File: src/rtl/lut2_vector_eval.sv
// Bitwise evaluator of any 2-input Boolean function over WIDTH-bit operands,
// with a single-cycle parallel mode and an LSB-first bit-serial mode.
module lut2_vector_eval #(
  parameter int unsigned WIDTH = 8,
  parameter int unsigned CNT_W = 4
) (
  input  logic             clk,
  input  logic             reset,
  input  logic             start,
  input  logic             mode,
  input  logic [3:0]       func,
  input  logic [WIDTH-1:0] a,
  input  logic [WIDTH-1:0] b,
  output logic             busy,
  output logic             done,
  output logic [WIDTH-1:0] result,
  output logic [CNT_W-1:0] ones
);

  localparam int unsigned IDX_W = (WIDTH > 1) ? $clog2(WIDTH) : 1;
  localparam logic [IDX_W-1:0] LAST_IDX = IDX_W'(WIDTH - 1);

  typedef enum logic [1:0] {IDLE, PAR, SER} state_t;

  state_t           state;
  logic [WIDTH-1:0] a_q;
  logic [WIDTH-1:0] b_q;
  logic [3:0]       func_q;
  logic [WIDTH-1:0] sh;
  logic [IDX_W-1:0] idx;
  logic [CNT_W-1:0] acc;

  logic [WIDTH-1:0] par_res_c;
  logic             ser_bit_c;
  logic [WIDTH-1:0] sh_next_c;
  logic [CNT_W-1:0] acc_next_c;

  function automatic logic [WIDTH-1:0] lut_vec(input logic [3:0] f,
                                               input logic [WIDTH-1:0] x,
                                               input logic [WIDTH-1:0] y);
    logic [WIDTH-1:0] r;
    r = '0;
    for (int i = 0; i < int'(WIDTH); i++) r[i] = f[{x[i], y[i]}];
    return r;
  endfunction

  function automatic logic [CNT_W-1:0] pop_cnt(input logic [WIDTH-1:0] v);
    logic [CNT_W-1:0] c;
    c = '0;
    for (int i = 0; i < int'(WIDTH); i++) c = c + CNT_W'(v[i]);
    return c;
  endfunction

  // Serial step: evaluate the bit at idx into the staging register.
  always_comb begin
    par_res_c  = lut_vec(func_q, a_q, b_q);
    ser_bit_c  = func_q[{a_q[idx], b_q[idx]}];
    sh_next_c  = sh;
    sh_next_c[idx] = ser_bit_c;
    acc_next_c = acc + CNT_W'(ser_bit_c);
  end

  always_ff @(posedge clk) begin
    if (reset) begin
      state  <= IDLE;
      a_q    <= '0;
      b_q    <= '0;
      func_q <= '0;
      sh     <= '0;
      idx    <= '0;
      acc    <= '0;
      busy   <= 1'b0;
      done   <= 1'b0;
      result <= '0;
      ones   <= '0;
    end else begin
      done <= 1'b0;
      case (state)
        IDLE: begin
          if (start) begin
            a_q    <= a;
            b_q    <= b;
            func_q <= func;
            sh     <= '0;
            idx    <= '0;
            acc    <= '0;
            busy   <= 1'b1;
            state  <= mode ? SER : PAR;
          end
        end
        PAR: begin
          result <= par_res_c;
          ones   <= pop_cnt(par_res_c);
          done   <= 1'b1;
          busy   <= 1'b0;
          state  <= IDLE;
        end
        SER: begin
          sh  <= sh_next_c;
          acc <= acc_next_c;
          if (idx == LAST_IDX) begin
            result <= sh_next_c;
            ones   <= acc_next_c;
            done   <= 1'b1;
            busy   <= 1'b0;
            state  <= IDLE;
          end else begin
            idx <= idx + IDX_W'(1);
          end
        end
        default: begin
          busy  <= 1'b0;
          state <= IDLE;
        end
      endcase
    end
  end

endmodule
File: config.mk
export PLATFORM = sky130hd
export DESIGN_NAME = lut2_vector_eval
export DESIGN_NICKNAME = d
export VERILOG_FILES = /design/src/rtl/lut2_vector_eval.sv
export SDC_FILE = /design/constraint.sdc
export NUM_CORES = 1
export LEC_CHECK = 0
export CORE_MARGIN = 10
export CORE_UTILIZATION = 50
export CTS_BUF_LIST = sky130_fd_sc_hd__clkbuf_16
export CTS_CLUSTER_DIAMETER = 60
export CTS_CLUSTER_SIZE = 8
export DETAILED_ROUTE_END_ITERATION = 8
export GPL_TIMING_DRIVEN = 0
export PLACE_DENSITY = 0.73
export SKIP_LAST_GASP = 1
export SYNTH_ARGS = -nofsm -noshare
export SYNTH_HDL_FRONTEND = slang
export SYNTH_SLANG_ARGS = --single-unit
File: constraint.sdc
create_clock -name clk -period 5.06 [get_ports clk]
set_input_delay 0.759 -clock clk [delete_from_list [all_inputs] [get_ports clk]]
set_output_delay 0.759 -clock clk [all_outputs]
set_load 0.02 [all_outputs]
Yosys cells after proc, flatten, opt, wreduce, memory -nomap -nowiden
Cells that the tools add are included.

Input port bits: 24. Output and inout bits: 14. Bits in read-only memories: 0. Bits in registers: 51. Memories kept: 0. Word-level logic and storage cells: 91. Memory bits (writable): 0. Latch bits: 0.

Reduce and logical (&&, ||, !) cells: 9. $lt $le $gt $ge: 11. Shift-type cells: 0. Muxes and demuxes: 45. Equality and inequality tests: 6. Divide/modulo/power cells: 0. Add/subtract/negate cells: 9. $mul: 0. Bitwise logic cells: 0.

Operators with widths (number): one-hot mux 8 bit (2 select lines) (2); < comparator 2 x 3 -> 1 bit, second input constant (9); adder 4 x 1 -> 4 bit (5); binary-select mux 1 bit (select 2 bit) (9); 2-to-1 mux 8 bit (2); one-hot mux 4 bit (2 select lines) (2); 2-to-1 mux 1 bit (15); bitwise mux 8 bit (1); 2-to-1 mux 4 bit (2); AND reduction 2 bit (4); binary-select mux 1 bit (select 3 bit) (2); 2-to-1 mux 2 bit (3); 2-to-1 mux 3 bit (2); inequality test 2 bit, second input constant (3); one-hot mux 3 bit (2 select lines) (1); adder 3 x 1 -> 4 bit (1); < comparator 3 x 4 -> 1 bit, second input constant (1); one-hot mux 1 bit (2 select lines) (2); one-hot mux 2 bit (2 select lines) (1); nonzero test 2 bit (2); adder 2 x 1 -> 3 bit (1); adder 3 x 1 -> 3 bit, second input constant (1); demux 1 bit (select 3 bit) (1); equality test 3 bit, second input constant (1); other kinds (7) (7).

Logic depth before layout (Yosys ltp)
Depth after elaboration: 10. Depth in mapped cells: 13. Mapped depth without buffers: 13.

Worst setup path after synthesis
No wires, ideal clock.

Path kind: register -> register. Start: reg b_q[1]. End: reg ones[2]. Path slack: 1.523 ns. Setup time: 0.132 ns. Data arrival time: 3.405 ns. Buffers on the path: 0. Required time: 4.928 ns. Cell stages (with the launch flop): 14. Path through: dfxtp_1 mux4_2 inv_1 fa_1 fa_1 fa_1 inv_1 ha_1 inv_1 fa_1 xor2_1 nor2_1 a211oi_1 nor3_1.

Word-level cells in the longest chain between the ends: 10. Elaborated cells on any way between the ends: 16. Those cells by class: add/sub: 8; mux: 8.

Ends and longest elaborated chain: start: declaration (line 27) `logic [WIDTH-1:0] b_q;`; start signal: assignment (line 67) `b_q <= '0;`; start signal: assignment (line 82) `b_q <= b;`; binary-select mux 1 bit (select 2 bit) (line 43) `for (int i = 0; i < int'(WIDTH); i++) r[i] = f[{x[i], y[i]}];`; 2-to-1 mux 1 bit (not written as such) (line 43); adder 1 x 1 -> 2 bit (line 50) `for (int i = 0; i < int'(WIDTH); i++) c = c + CNT_W'(v[i]);`; adder 2 x 1 -> 3 bit (line 50); adder 3 x 1 -> 4 bit (line 50); adder 4 x 1 -> 4 bit (4 in series) (line 50); one-hot mux 4 bit (2 select lines) (*) (line 78) `case (state)`; end signal: assignment (line 93) `ones <= pop_cnt(par_res_c);`; end signal: assignment (line 103) `ones <= acc_next_c;`; end: declaration (line 17) `output logic [CNT_W-1:0] ones`.

Every way passes the cells marked *; elsewhere a longest branch is shown, timed or not. The select of a mux whose other input is x is not followed. A chain may end at the register's enable or synchronous reset.

Worst setup path in the final report
Start: reg func_q[3]. End: reg ones[2].

Word-level cells in the longest chain between the ends: 10. Elaborated cells on any way between the ends: 28. Those cells by class: add/sub: 8; mux: 20.

Ends and longest elaborated chain: start: declaration (line 28) `logic [3:0] func_q;`; start signal: assignment (line 83) `func_q <= func;`; binary-select mux 1 bit (select 2 bit) (line 43); 2-to-1 mux 1 bit (not written as such) (line 43); adder 1 x 1 -> 2 bit (line 50); adder 2 x 1 -> 3 bit (line 50); adder 3 x 1 -> 4 bit (line 50); adder 4 x 1 -> 4 bit (4 in series) (line 50); one-hot mux 4 bit (2 select lines) (*) (line 78).

Marked as above.

==> metrics.cfg <==
[synth]
syn_nets=394
yosys.area.top_type_share_pct=33.9
async_reset_ff_share_pct=0
synth.avg_cell_area_um2=8.45
ys_seq_area_share_pct=33.9
synth.top_cells.by_area=dfxtp_1, nand2_1, a21oi_1, mux4_2, o41ai_2
yosysWarnings=0
syn_area_um2=3010
synth_top_area_cell=dfxtp_1
synth-edff-count=0
synth_cell_type_count=51
ys_seq_elements=51
synth-main-ff-cell=dfxtp_1
syn_inst=356

[finish]
num_antenna_cells=0
multi_input_area_um2=1810
fillerInstances=537
layout_common_cells=nand2_1, dfxtp_1, a21oi_1
drive_gt1_share_pct=11.7
regArea_um2=1020
final_util_pct=62.3
areaGrowthSynthToFinish_pct=21.8
layout_commonest_cell=nand2_1
nNetsFinal=438

[global_routing]
grt_pass1_wl_mm=12.8
grt_overflow=0
track_usage_pct=15.6
grt_antenna_before_repair=0
grt_max_degree=17
first_global_vias=2689

[setup_path]
r2r_setup_slack_ps=1180
crit_arrival_ps=4030
rr_startpoint=func_q[3]
end_kind=register
start_kind=register
rr_endpoint=ones[2]
critPathMaxFanout=10
reg2reg_depth=13
cp.required_ps=5220
criticalPathCategory=reg2reg

[placement]
detailed_place_hpwl_mm=5.73
gp_congestion=0.930
io_buffers=37

[clocking]
path_clk_slew_ps=70
insertion_delay_ps=290
htree_levels=2
numCtsBuffers=5
clock_path_buffers=2
root_buffer=clkbuf_16
cts_num_sinks=51
cts_setup_buffers=0
cts_resized=0
cts_hold_buf=0
tritoncts=yes

[status]
run_status=finished clean

[timing]
setup_viol=0
fmax_ghz=0.258
grt_setup_unrepaired=false
drv_slew=0
fin_crit_sh_pct=76.6
period_needed_ps=3880
maxSlewHeadroom_pct=56.2
finalSetupTns_ps=0
finalHoldViolCount=0
skew_ps=5.58
worst_pin_slew_ps=657

[routing]
totalWireLength_mm=7.62
wl_per_cell_um=16.0
drc=0
vias=2724
vias_per_cell=5.72
drt_iter0_markers=158
postRouteAntennaNets=0
drt_first_pass_iters=5

[floorplanning]
core_area_um2=5890
num_rows=28
ios=38
start_util_pct=51.1
die_h_um=97.6
fp.dieW_um=97.6
dieArea_um2=9520

[worst_hold_path]
worstHoldEndpoint=acc[0]
holdCritStartpoint=acc[0]
hp-class=reg2reg
hold_path_depth=2

[power_and_ir_drop]
powerDensity_nw_per_um2=298
vdd_ir_drop_max_mv=0.169
p_leak_nw=1.39

[flow_run]
cap_violations=0

-- state kept, by name, indices dropped and copies added, names as in the netlist --
register / flops
b_q: 8
acc: 4
idx: 3
busy: 1
sh: 8
done: 1
func_q: 4
result: 8
state: 2
ones: 4
a_q: 8
-- kinds of logic after synthesis --
group           Yosys count  share of synthesized area [%]
compound gates           98                           24.1
xor+xnor                  3                          0.874
fa+ha+maj                14                           6.82
buf+inv                  42                           5.74
flops                    51                           33.9
mux                      13                           7.70
simple gates            135                           20.8
-- worst max path at each step --
stage	start	to	slack, ps	cells after the start
after CTS	b_q[1]	ones[2]	1200	13
final	func_q[3]	ones[2]	1180	13
after floorplan	b_q[1]	ones[2]	1520	13
after detailed placement	b_q[1]	ones[2]	1250	13
after global placement	func_q[3]	ones[2]	1270	13
after global routing	func_q[3]	ones[2]	990	13
-- cell usage after synthesis, types with 2 or more instances --
cell and count:
nand2_1 67, dfxtp_1 51, a21oi_1 45, nor2_1 26
inv_1 18, clkbuf_1 12, ha_1 10, nand3_1 9
a211oi_1 8, mux4_2 8, o41ai_2 8, or3b_2 8
nand2b_1 7, o21bai_1 7, buf_1 6, nor3_1 6
o21ai_0 5, fa_1 4, mux2i_1 4, a311oi_1 3
a31oi_1 3, buf_2 3, a211o_1 2, a2bb2oi_1 2
a32oi_1 2, and2_1 2, nor2b_1 2, nor3b_1 2
o221a_2 2, o22ai_1 2, xor2_1 2
-- per-layer routing --
layer  part of all wire [%]  GRT usage (%)  vias up  wire, µm
met2                     48           25.7       86      3620
met3                    5.9           3.98       14       452
met5                      0              0        -         0
li1                       -              -     1345         -
met1                     44           18.7     1279      3380
met4                    2.1           6.94        0       163
-- through the flow --
stage / instance area, µm² / setup slack [ps] / cells / total power, W / hold WS, ps
6_report: 3660 / 1180 / 476 / 0.00109 / 463
3_5_place_dp: 3470 / 1250 / 468 / 0.000664 / 454
4_1_cts: 3660 / 1200 / 476 / 0.00110 / 463
2_1_floorplan: 3010 / 1520 / 356 / 0.000590 / 436
3_3_place_gp: 3470 / 1270 / 468 / 0.000661 / 445
5_1_grt: 3660 / 986 / 476 / 0.00114 / 477
-- power by group --
part           leakage (nW)  internal (W)  switching, W
Combinational         0.881     0.0000945      0.000124
Clock                0.0900      0.000283      0.000149
Sequential            0.416      0.000422     0.0000192
Total                  1.39      0.000799      0.000293
-- worst max-delay path, cell delays in order (launching register included) --
cell,delay (ps)
dfxtp_1,400
mux4_2,490
inv_1,150
fa_1,460
fa_1,520
fa_1,490
inv_1,70
ha_1,190
inv_1,60
fa_1,370
xor2_1,150
nor2_1,60
a211oi_1,250
nor3_1,70
-- area by class of cell --
class	instances	area share (%)
Multi-Input combinational cell	263	49.5
Inverter	19	1.95
Buffer	23	2.77
Clock buffer	5	3.41
Clock inverter	3	1.84
Timing Repair Buffer	37	10.1
Sequential cell	51	27.9
Tap cell	75	2.56
Power figures use the tool's default switching activity.
